**src/rtl/lzd_pipe.sv**
```systemverilog
// Three-stage leading-zero/leading-one detector with left normaliser and a valid/ready elastic pipeline.
// S1 registers the operand, S2 the LZD tree result, and S3 the shifted result, which drives the outputs.
module lzd_pipe #(
  parameter int WIDTH = 16,
  parameter int TAG_W = 4,
  localparam int CW = $clog2(WIDTH)
) (
  input  logic             clk,
  input  logic             rst_n,
  input  logic             in_valid,
  output logic             in_ready,
  input  logic [WIDTH-1:0] in_src,
  input  logic             in_inv,
  input  logic [TAG_W-1:0] in_tag,
  output logic             out_valid,
  input  logic             out_ready,
  output logic [CW-1:0]    out_cnt,
  output logic             out_v,
  output logic [WIDTH-1:0] out_norm,
  output logic [TAG_W-1:0] out_tag
);

  // Returns {found, count}. Nodes are reduced in place, MSB half first; count is forced to 0 when nothing is found.
  function automatic logic [CW:0] lzd_tree(input logic [WIDTH-1:0] x);
    logic [CW-1:0] c [WIDTH/2];
    logic          v [WIDTH/2];
    for (int i = 0; i < WIDTH/2; i++) begin
      v[i] = x[WIDTH-1-2*i] | x[WIDTH-2-2*i];
      c[i] = {{(CW-1){1'b0}}, ~x[WIDTH-1-2*i]};
    end
    for (int l = 1; l < CW; l++) begin
      for (int i = 0; i < (WIDTH >> (l+1)); i++) begin
        c[i] = v[2*i] ? c[2*i] : ((CW'(1) << l) | c[2*i+1]);
        v[i] = v[2*i] | v[2*i+1];
      end
    end
    return {v[0], (v[0] ? c[0] : {CW{1'b0}})};
  endfunction

  function automatic logic [WIDTH-1:0] norm_shift(input logic [WIDTH-1:0] x, input logic [CW-1:0] n);
    return x << n;
  endfunction

  logic             r_vld_p1, r_vld_p2, r_vld_p3;
  logic [WIDTH-1:0] r_src_p1, r_src_p2, r_norm_p3;
  logic             r_inv_p1;
  logic [TAG_W-1:0] r_tag_p1, r_tag_p2, r_tag_p3;
  logic [CW-1:0]    r_cnt_p2, r_cnt_p3;
  logic             r_v_p2, r_v_p3;

  logic             w_ld1, w_ld2, w_ld3;
  logic [CW:0]      w_lzd;

  assign w_ld3    = ~r_vld_p3 | out_ready;
  assign w_ld2    = ~r_vld_p2 | w_ld3;
  assign w_ld1    = ~r_vld_p1 | w_ld2;
  assign in_ready = w_ld1;
  assign w_lzd    = lzd_tree(r_src_p1 ^ {WIDTH{r_inv_p1}});

  always_ff @(posedge clk or negedge rst_n) begin
    if (!rst_n) begin
      r_vld_p1  <= 1'b0;
      r_vld_p2  <= 1'b0;
      r_vld_p3  <= 1'b0;
      r_src_p1  <= '0;
      r_inv_p1  <= 1'b0;
      r_tag_p1  <= '0;
      r_src_p2  <= '0;
      r_tag_p2  <= '0;
      r_cnt_p2  <= '0;
      r_v_p2    <= 1'b0;
      r_norm_p3 <= '0;
      r_tag_p3  <= '0;
      r_cnt_p3  <= '0;
      r_v_p3    <= 1'b0;
    end else begin
      // S1: operand capture
      if (w_ld1) begin
        r_vld_p1 <= in_valid;
        if (in_valid) begin
          r_src_p1 <= in_src;
          r_inv_p1 <= in_inv;
          r_tag_p1 <= in_tag;
        end
      end
      // S2: leading-bit count
      if (w_ld2) begin
        r_vld_p2 <= r_vld_p1;
        if (r_vld_p1) begin
          r_src_p2 <= r_src_p1;
          r_tag_p2 <= r_tag_p1;
          r_cnt_p2 <= w_lzd[CW-1:0];
          r_v_p2   <= w_lzd[CW];
        end
      end
      // S3: normalised result
      if (w_ld3) begin
        r_vld_p3 <= r_vld_p2;
        if (r_vld_p2) begin
          r_norm_p3 <= norm_shift(r_src_p2, r_cnt_p2);
          r_tag_p3  <= r_tag_p2;
          r_cnt_p3  <= r_cnt_p2;
          r_v_p3    <= r_v_p2;
        end
      end
    end
  end

  assign out_valid = r_vld_p3;
  assign out_cnt   = r_cnt_p3;
  assign out_v     = r_v_p3;
  assign out_norm  = r_norm_p3;
  assign out_tag   = r_tag_p3;

endmodule

```
**config.mk**
```make
export PLATFORM = sky130hd
export DESIGN_NAME = lzd_pipe
export DESIGN_NICKNAME = d
export VERILOG_FILES = /design/src/rtl/lzd_pipe.sv
export SDC_FILE = /design/constraint.sdc
export NUM_CORES = 1
export LEC_CHECK = 0
export ABC_AREA = 0
export CORE_ASPECT_RATIO = 0.9
export CORE_MARGIN = 5
export CORE_UTILIZATION = 35
export CTS_CLUSTER_DIAMETER = 60
export CTS_CLUSTER_SIZE = 8
export DETAILED_ROUTE_END_ITERATION = 8
export GPL_TIMING_DRIVEN = 0
export PLACE_DENSITY = 0.66
export REMOVE_ABC_BUFFERS = 1
export SYNTH_ARGS = -nofsm -noshare
export SYNTH_HDL_FRONTEND = slang
export SYNTH_SLANG_ARGS = --single-unit
```
**constraint.sdc**
```tcl
create_clock -name clk -period 2.2 [get_ports clk]
set_input_delay 0.44 -clock clk [delete_from_list [all_inputs] [get_ports clk]]
set_output_delay 0.44 -clock clk [all_outputs]
set_load 0.05 [all_outputs]
```
==> run summary <==
Die H: 108 um
Reg2Reg Launch Point: r_inv_p1
Final #Nets: 429
Seq/Total Area, Yosys: 0.498
Final Worst Setup Slack: 0.129 ns
CTS root buf: clkbuf_16
TritonCTS buffer count: 9
die width: 119 um
Port Buffers: 51
Pint: 3.54 mW
proportion of power drawn by combinational gates: 0.358
first-pass GRT wire length: 13,800 um
status: complete, no violations
H-tree depth: 3
via count: 2,779
post-route cell area: 4630 um2
Routed Wire Length: 7860 um
CTS tree: done
worst endpoint required time: 1.76 ns
total global-route track usage: 0.133
Post-Route Skew: 0.00505 ns
gr ovfl total: 0
Max FO, Critical Path: 3
Clock Tree Buf Depth: 2
hpwl dp: 5540 um
Initial Utilization: 0.361
final setup fails: 0
pre-CTS WS: -0.377 ns
post-synth cell types: 50
cells after synthesis: 361
critical path type: in -> out
Synth warnings: 0
Post-CTS Setup Inserts: 0
ANT cells: 0
Critical Path Source Type: input port
post-route ant nets: 0
largest net degree at the start of global routing: 75
layout cells sized above 1: 0.144
vias per inst: 5.17
Pwr Density: 1210 nW/um2
CP Capture Type: output pin
sequential share of power: 0.366
fill cell total of the finished layout: 988
Synth Flop Type: dfrtp_1
mapped cell area: 3710 um2
FF+latch count, synth: 74
Max VDD drop: 0.795 mV
clock power share: 0.276
Row Count: 35
Highest Clock Rate: 483 MHz
Final Hold Vio Count: 0
Post-synth EDFFs: 0
crit path time final: 2.07 ns
Hold Path Class: in -> async
Placer Congestion: 0.820
crit path launch: out_ready
MaxCap Viol Count: 0
max-slew violations: 0
drt first pass iters: 5
clock-pin slew on the worst setup and hold paths: 0.06 ns
critical path arrival: 1.63 ns
P&R area growth vs syn: 24.8%
Psw: 2.08 mW
number of global-route vias before repair: 2,782
Mapped Avg Cell Area: 10.3 um2
die area: 12,800 um2
Post-route DRC: 0
initial antenna violation count: 0
Leak: 2.00 nW
DR WL/cell: 14.6 um
unrepaired setup endpoints after global routing: false
# IOs: 52
Post-DP Area: 4310 um2
final worst path period share: 0.941
Core ar.: 10,300 um2
Async S/R FF share, synth: 1.00
clk sinks: 74
Sw Share: 0.370
Slew @ Worst Pin: 0.911 ns
slew margin rel.: 0.392
clk_lat worst skew: 0.33 ns
DRT iter0 DRCs: 217
-- power by group through the flow --
stage          clock network (mW)  registers (mW)  logic [mW]
2_1_floorplan                   0            2.60       0.801
3_3_place_gp                    0            2.07        2.00
3_5_place_dp                    0            2.08        2.03
4_1_cts                      1.60            2.06        2.03
5_1_grt                      1.65            2.13        2.17
6_report                     1.55            2.06        2.01
-- cell usage after synthesis (3+ instances only) --
master    count  area (um2)
clkbuf_1     12        45.0
a31o_2        3        26.3
and2_1        3        18.8
nor2b_1       5        31.3
a21oi_1      10        50.1
mux4_1        3        78.8
nand3_1       6        30.0
buf_2         3        15.0
mux2i_1      11         110
a31oi_1       3        18.8
dfrtp_1      74        1850
mux2_2       21         236
nor2_1       16        60.1
o21ai_0      12        60.1
nor3_1        6        30.0
mux4_2        9         203
o21a_1        3        22.5
o211ai_1      4        30.0
nand2_1     109         409
nand2b_1      9        56.3
-- through the flow --
| step | utilization | total power, mW | instances | TNS (ns) | hold WS [ns] |
|---|---|---|---|---|---|
| detailed placement | 0.419 | 4.11 | 522 | -5.27 | 0.454 |
| floorplan | - | 3.41 | 341 | -7.54 | 0.144 |
| finish | 0.450 | 5.62 | 538 | 0 | 0.118 |
| CTS | 0.450 | 5.69 | 538 | 0 | 0.123 |
| global route | 0.450 | 5.96 | 538 | 0 | 0.145 |
| global placement | 0.416 | 4.07 | 521 | -137.99 | 0.450 |
-- cell families (layout without fill, tap and decap cells) --
group                  Yosys count  in the layout  share of synthesized area
AOI/OAI and AO/OA               59             59                      0.116
buffers and inverters           23             71                     0.0303
DFF                             74             74                      0.498
muxes                           44             44                      0.169
and+or+nand+nor                161            161                      0.186
-- layout make-up --
cell class	instances	area, um2	area share
flip-flops and latches	74	1860	0.400
repair buffers	52	534	0.115
clock inverters	5	77.6	0.0167
clock buffers	11	243	0.0524
well taps	129	161	0.0348
inverters	3	11.3	0.00243
multi-input cells	264	1750	0.378
-- metal layers --
metal,share of wire,vias to the layer above,track usage
li1,-,1362,-
met1,0.49,1332,0.187
met2,0.43,71,0.185
met3,0.060,14,0.0515
met4,0.018,0,0.0429
met5,0,-,0
-- state kept, by name (all words and copies together) (netlist names) --
name       flops
out_cnt        4
out_norm      16
out_tag        4
out_v          1
out_valid      1
r_cnt_p2       4
r_inv_p1       1
r_src_p1      16
r_src_p2      16
r_tag_p1       4
r_tag_p2       4
r_v_p2         1
r_vld_p1       1
r_vld_p2       1
-- final timing paths --
| kind | end | slack, ns | cells past startpoint |
|---|---|---|---|
| max in group asynchronous | r_inv_p1 | 1.78 | 2 |
| worst min register to register | r_tag_p2[1] | 0.46 | 2 |
| worst max-delay path | in_ready | 0.13 | 3 |
| min in group clk | r_tag_p2[1] | 0.46 | 2 |
| worst max register to register | r_cnt_p2[0] | 0.22 | 4 |
| worst min-delay path | out_norm[0] | 0.12 | 2 |
-- critical path, stage by stage --
cell             delay (ns)
clkdlybuf4s50_1        0.48
nand4b_1               0.16
dlygate4sd2_1          0.55
-- cell usage in the layout (no fill, tap or decap), types with 3 or more instances in the layout --
| cell | Yosys | final |
|---|---|---|
| a21oi_1 | 10 | 10 |
| a31o_2 | 3 | 3 |
| a31oi_1 | 3 | 3 |
| clkbuf_16 | 0 | 9 |
| clkdlybuf4s50_1 | 0 | 49 |
| dfrtp_1 | 74 | 71 |
| dfrtp_2 | 0 | 3 |
| mux2_2 | 21 | 21 |
| mux2i_1 | 11 | 11 |
| mux4_1 | 3 | 3 |
| mux4_2 | 9 | 9 |
| nand2_1 | 109 | 109 |
| nand2b_1 | 9 | 9 |
| nand3_1 | 6 | 6 |
| nor2_1 | 16 | 16 |
| nor2b_1 | 5 | 5 |
| nor3_1 | 6 | 6 |
| o211ai_1 | 4 | 4 |
| o21a_1 | 3 | 3 |
| o21ai_0 | 12 | 12 |
-- timing repair --
action | CTS | global route
resized for setup | 4 | 1
pin swaps | 0 | 0
hold buffers | 0 | 0
setup endpoints to repair | 4 | 1
No activity file was read; power rests on OpenSTA's default activity.
